File: src/rtl/lemon_rf_pkg.sv
// Shared types and widths for the integer register file write-back path.
package lemon_rf_pkg;

    localparam int RF_ADDR_WIDTH = 5;
    localparam int RF_DATA_WIDTH = 64;

    typedef enum logic {
        WB_EX = 1'b0,
        WB_LS = 1'b1
    } wb_src_e;

    typedef struct packed {
        logic                     valid;
        logic [RF_ADDR_WIDTH-1:0] rd;
        logic [RF_DATA_WIDTH-1:0] data;
    } wb_req_t;

endpackage

File: src/rtl/rf_wb_sched_rr_arb2.sv
// Two-requester round-robin arbiter; the pointer names the side preferred on a tie.
module rr_arb2
    import lemon_rf_pkg::*;
(
    input  logic       clk,
    input  logic       rst,
    input  logic [1:0] req,
    output logic [1:0] gnt
);

    wb_src_e ptr;

    // NOTE: every output of a combinational block gets a default first so no latch is inferred.
    always_comb begin
        gnt = 2'b00;
        if (req[WB_EX] && (!req[WB_LS] || ptr == WB_EX))
            gnt[WB_EX] = 1'b1;
        else if (req[WB_LS])
            gnt[WB_LS] = 1'b1;
    end

    // NOTE: sequential state uses non-blocking assignments so all flops update together.
    always_ff @(posedge clk or posedge rst) begin
        if (rst)
            ptr <= WB_EX;
        else if (gnt[WB_EX])
            ptr <= WB_LS;
        else if (gnt[WB_LS])
            ptr <= WB_EX;
    end

endmodule

File: src/rtl/rf_wb_sched.sv
// Write-back scheduler and RAW/WAW scoreboard in front of the single-write-port register file.
// ADDR_WIDTH/DATA_WIDTH must equal the package widths carried by wb_req_t.
module rf_wb_sched
    import lemon_rf_pkg::*;
#(
    parameter int ADDR_WIDTH = RF_ADDR_WIDTH,
    parameter int DATA_WIDTH = RF_DATA_WIDTH
) (
    input  logic                         clk,
    input  logic                         rst,

    input  logic                         issue_valid,
    input  logic                         issue_wr,
    input  logic [ADDR_WIDTH-1:0]        issue_rd,
    input  logic [ADDR_WIDTH-1:0]        issue_rs1,
    input  logic [ADDR_WIDTH-1:0]        issue_rs2,
    output logic                         issue_ready,

    input  logic                         ex_valid,
    input  logic [ADDR_WIDTH-1:0]        ex_rd,
    input  logic [DATA_WIDTH-1:0]        ex_data,
    output logic                         ex_ready,

    input  logic                         ls_valid,
    input  logic [ADDR_WIDTH-1:0]        ls_rd,
    input  logic [DATA_WIDTH-1:0]        ls_data,
    output logic                         ls_ready,

    output logic                         rf_wen,
    output logic [ADDR_WIDTH-1:0]        rf_rd,
    output logic [DATA_WIDTH-1:0]        rf_dataD,
    output logic [(1<<ADDR_WIDTH)-1:0]   busy_vec
);

    localparam int NREG = 1 << ADDR_WIDTH;

    wb_req_t          ex_req, ls_req, win_req;
    logic [1:0]       gnt;
    logic             grant;
    logic             issue_fire;
    logic [NREG-1:0]  busy_eff;
    logic [NREG-1:0]  set_mask, clr_mask;

    assign ex_req = '{valid: ex_valid, rd: ex_rd, data: ex_data};
    assign ls_req = '{valid: ls_valid, rd: ls_rd, data: ls_data};

    rr_arb2 u_arb (
        .clk (clk),
        .rst (rst),
        .req ({ls_req.valid, ex_req.valid}),
        .gnt (gnt)
    );

    assign ex_ready = gnt[WB_EX];
    assign ls_ready = gnt[WB_LS];
    assign grant    = |gnt;
    assign win_req  = gnt[WB_LS] ? ls_req : ex_req;

    // x0 is hardwired, so it never blocks issue.
    assign busy_eff    = {busy_vec[NREG-1:1], 1'b0};
    assign issue_ready = !busy_eff[issue_rs1] && !busy_eff[issue_rs2] &&
                         !(issue_wr && busy_eff[issue_rd]);
    assign issue_fire  = issue_valid && issue_ready;

    always_comb begin
        set_mask = '0;
        clr_mask = '0;
        if (issue_fire && issue_wr && issue_rd != '0)
            set_mask[issue_rd] = 1'b1;
        if (rf_wen)
            clr_mask[rf_rd] = 1'b1;
    end

    // Applying the set after the clear lets a new writer win over a retiring one on the same index.
    always_ff @(posedge clk or posedge rst) begin
        if (rst)
            busy_vec <= '0;
        else
            busy_vec <= (busy_vec & ~clr_mask) | set_mask;
    end

    // NOTE: only control/state flops are reset; rf_rd/rf_dataD are reset too because their
    // reset value is visible on the port.
    always_ff @(posedge clk or posedge rst) begin
        if (rst) begin
            rf_wen   <= 1'b0;
            rf_rd    <= '0;
            rf_dataD <= '0;
        end else begin
            rf_wen <= grant && win_req.rd != '0;
            if (grant && win_req.rd != '0) begin
                rf_rd    <= win_req.rd;
                rf_dataD <= win_req.data;
            end
        end
    end

endmodule

File: config.mk
export PLATFORM = sky130hd
export DESIGN_NAME = rf_wb_sched
export DESIGN_NICKNAME = d
export VERILOG_FILES = /design/src/rtl/lemon_rf_pkg.sv /design/src/rtl/rf_wb_sched_rr_arb2.sv /design/src/rtl/rf_wb_sched.sv
export SDC_FILE = /design/constraint.sdc
export NUM_CORES = 1
export LEC_CHECK = 0
export CAP_MARGIN = 20
export CORE_MARGIN = 8
export CORE_UTILIZATION = 39
export CTS_BUF_LIST = sky130_fd_sc_hd__clkbuf_4
export DETAILED_ROUTE_END_ITERATION = 10
export GPL_ROUTABILITY_DRIVEN = 1
export PLACE_DENSITY = 0.81
export SYNTH_ARGS = -nofsm -noshare
export SYNTH_HDL_FRONTEND = slang
export SYNTH_SLANG_ARGS = --single-unit
File: constraint.sdc
create_clock -name clk -period 3.3 [get_ports clk]
set_clock_uncertainty 0.1 [all_clocks]
set_input_delay 0.66 -clock clk [delete_from_list [all_inputs] [get_ports clk]]
set_output_delay 0.66 -clock clk [all_outputs]
set_load 0.02 [all_outputs]
==> summary.md <==
| Metric | Value |
|---|---|
| Initial antenna violation count | 0 |
| Register area | 0.00258 sq mm |
| Die Wd | 136 microns |
| Leakage | 0.00371 uW |
| Sequential cell area fraction in the yosys report | 46.1% |
| Most frequent cells in the layout | clkdlybuf4s50_1 (255), dfrtp_1 (103), mux2i_1 (87), nor2_1 (75), a21oi_1 (70) |
| Root Buffer | clkbuf_4 |
| NumNets Final | 958 |
| Die ar. | 0.0184 sq mm |
| Hold/Removal Path Class | reg -> reg |
| Crit path DAT | 2.49 ns |
| Drt first-iter violations | 438 |
| WL/cell | 22.0 microns |
| First-pass GRT wire length | 32.5 mm |
| Post-Syn Instances | 529 |
| TritonCTS clock tree | done |
| Final Setup Violations | 0 |
| Io pins | 264 |
| Post-DP HPWL | 17.5 mm |
| WS Path Type | in -> out |
| CP max-delay cell | clkdlybuf4s50_1 |
| Final period utilization | 98.5% |
| Cells taking the most area after synthesis | dfrtp_1 (46%), mux2i_1 (16%), a21oi_1 (6.4%) |
| YS warnings | 0 |
| Port Buf Inserts | 263 |
| Synth area leader | dfrtp_1 |
| Final ANT Viol Nets | 0 |
| Fillers | 1077 |
| Yosys reg bits | 103 |
| Worst slew pin tran | 0.637 ns |
| Share of cells above drive strength 1 | 11.3% |
| Max stage delay on crit path | 0.50 ns |
| Clk Latency, worst-skew pair | 0.44 ns |
| Cells after DPL | 968 |
| Area occupied by multi-input gates | 0.00281 sq mm |
| Setup Fix Bufs, Post-CTS | 0 |
| Vias | 5547 |
| Worst slew margin | 57.5% |
| Critical path launch point type | primary input |
| Overall Power | 5380 uW |
| Clk sink count | 103 |
| Area Growth Syn to Fin | 57.0% |
| Worst path required time | 2.54 ns |
| Status | completed |
| Global Route Usage Sum | 22.9% |
| Non-filler cells, final | 985 |
| Synth async-reset ratio | 100% |
| CP Capture Type | primary output |
| MaxCap Viol Count | 0 |
| Reg clk slew, reported paths | 0.15 ns |
| Pin count of the biggest net entering global routing | 103 |
| Final Critical Period | 3.25 ns |
| Hold_buf cts | 0 |
| Final setup margin | 0.0508 ns |
| Die height | 136 microns |
| DP Worst Slack | -0.657 ns |
| Post-synth EDFFs | 0 |
| Core Rows | 43 |
| Maximum vdd drop | 0.308 mV |
| Final Max Tran Viols | 0 |
| Main synth FF type | dfrtp_1 |
| CP Max Fanout | 6 |
| P per Cell Area | 613 mW/mm^2 |
| Mapped Avg Cell Area | 10.6 sq um |
| Via/cell ratio | 5.63 |
| Hold Vio Cnt, Final | 0 |
| Distinct cells, synth | 41 |
| Clock Tree Buf Depth | 2 |
| Crit-path cells | clkdlybuf4s50_1, buf_6, mux4_2, o22ai_1, o311ai_4, a21oi_2, buf_4 |
| Initial Utilization | 40.1% |
| Routability-driven placement congestion ratio | 0.930 |
| Reg2Reg Setup Slack | 0.82 ns |
| # DRC | 0 |
| Gr ovfl total | 0 |
| H-tree levels | 3 |
| TritonRoute pass-1 iters | 5 |
| Mapped Nets | 688 |
| Post-Syn Area | 0.00559 sq mm |
| CTS Buf Count | 9 |
| Commonest non-fill, non-tap cell in the layout | clkdlybuf4s50_1 |
| Synth top area share | 46.1% |
| Fmax | 0.308 GHz |
| Post-Route WL | 21.7 mm |
| Core region area | 0.0139 sq mm |
| Vias in the first global route | 5705 |
path summary, 6_finish.rpt:
check,from,end,cells after the start
worst max-delay path,issue_rs1[0],issue_ready,7
worst min-delay path,busy_vec[0],busy_vec[0],1
worst max register to register,busy_vec[7],busy_vec[6],7
worst min register to register,busy_vec[0],busy_vec[0],1
max in group asynchronous,rst,rf_dataD[36],3
min in group asynchronous,rst,busy_vec[16],2
routing by layer:
metal | wire [microns] | track usage [%] | vias to the layer above
li1 | - | - | 2516
met1 | 7970 | 26.3 | 2646
met2 | 10800 | 38.8 | 337
met3 | 2140 | 7.12 | 48
met4 | 807 | 9.56 | 0
met5 | 0 | 0 | -
flip-flops by register name (all words and copies together), names as in the netlist:
register	count
rf_dataD	64
u_arb.ptr	1
rf_wen	1
rf_rd	5
busy_vec	32
cell usage after synthesis, types with 2 or more instances:
cell type  count
mux2i_1       87
o21ai_0       34
nand3_1        5
dfrtp_1      103
nand2_1        6
nand3b_1      10
o22ai_1        7
o32a_1         2
nor2_1        75
buf_2          7
a21oi_1       71
inv_1          5
buf_6          4
or3b_2         5
o41ai_1       25
nor4_1         3
nand2b_1       3
mux4_2        15
buf_1          6
nand4b_1       2
nor3_1         2
o41ai_2        6
clkbuf_1      26
or3_1          3
worst max-delay path: cells and delay by family:
kind / cells / cell delay (ns)
muxes: 1 / 0.50
AOI/OAI and AO/OA: 3 / 0.54
buffers and inverters: 3 / 0.79
kinds of logic after synthesis:
logic type      count (synthesis)  share of synthesized area [%]
simple gates                  117                           9.95
compound gates                157                           18.1
buf+inv                        49                           4.05
flops                         103                           46.1
mux                           103                           21.8
power by group:
group          internal, uW  switching (uW)
combinational          1330            1300
sequential             1590             490
clock                   245             425
through the flow:
stage / instance area, sq um / hold WS, ns / util (%) / setup TNS, ns
floorplan: 5600 / 0.381 / - / 0
global placement: 8620 / 0.381 / 61.9 / -0.672
detailed placement: 8620 / 0.410 / 61.9 / -0.897
CTS: 8770 / 0.443 / 62.9 / 0
global route: 8780 / 0.458 / 63.0 / -0.0535
finish: 8780 / 0.428 / 63.0 / 0
cell type report:
class / count / area share (%)
antenna: 1 / 0.0285
sequential: 103 / 29.4
tap: 180 / 2.56
clock buffer: 10 / 0.855
timing repair buffer: 303 / 34.1
multi-input combinational: 377 / 32.0
clock inverter: 6 / 0.798
inverter: 5 / 0.256
timing repair:
| item | 4_1_cts | 5_1_grt |
|---|---|---|
| pin swaps | 1 | 1 |
| setup endpoints to repair | 1 | 1 |
| gates resized for setup | 12 | 5 |
No activity file was read; power rests on OpenSTA's default activity.
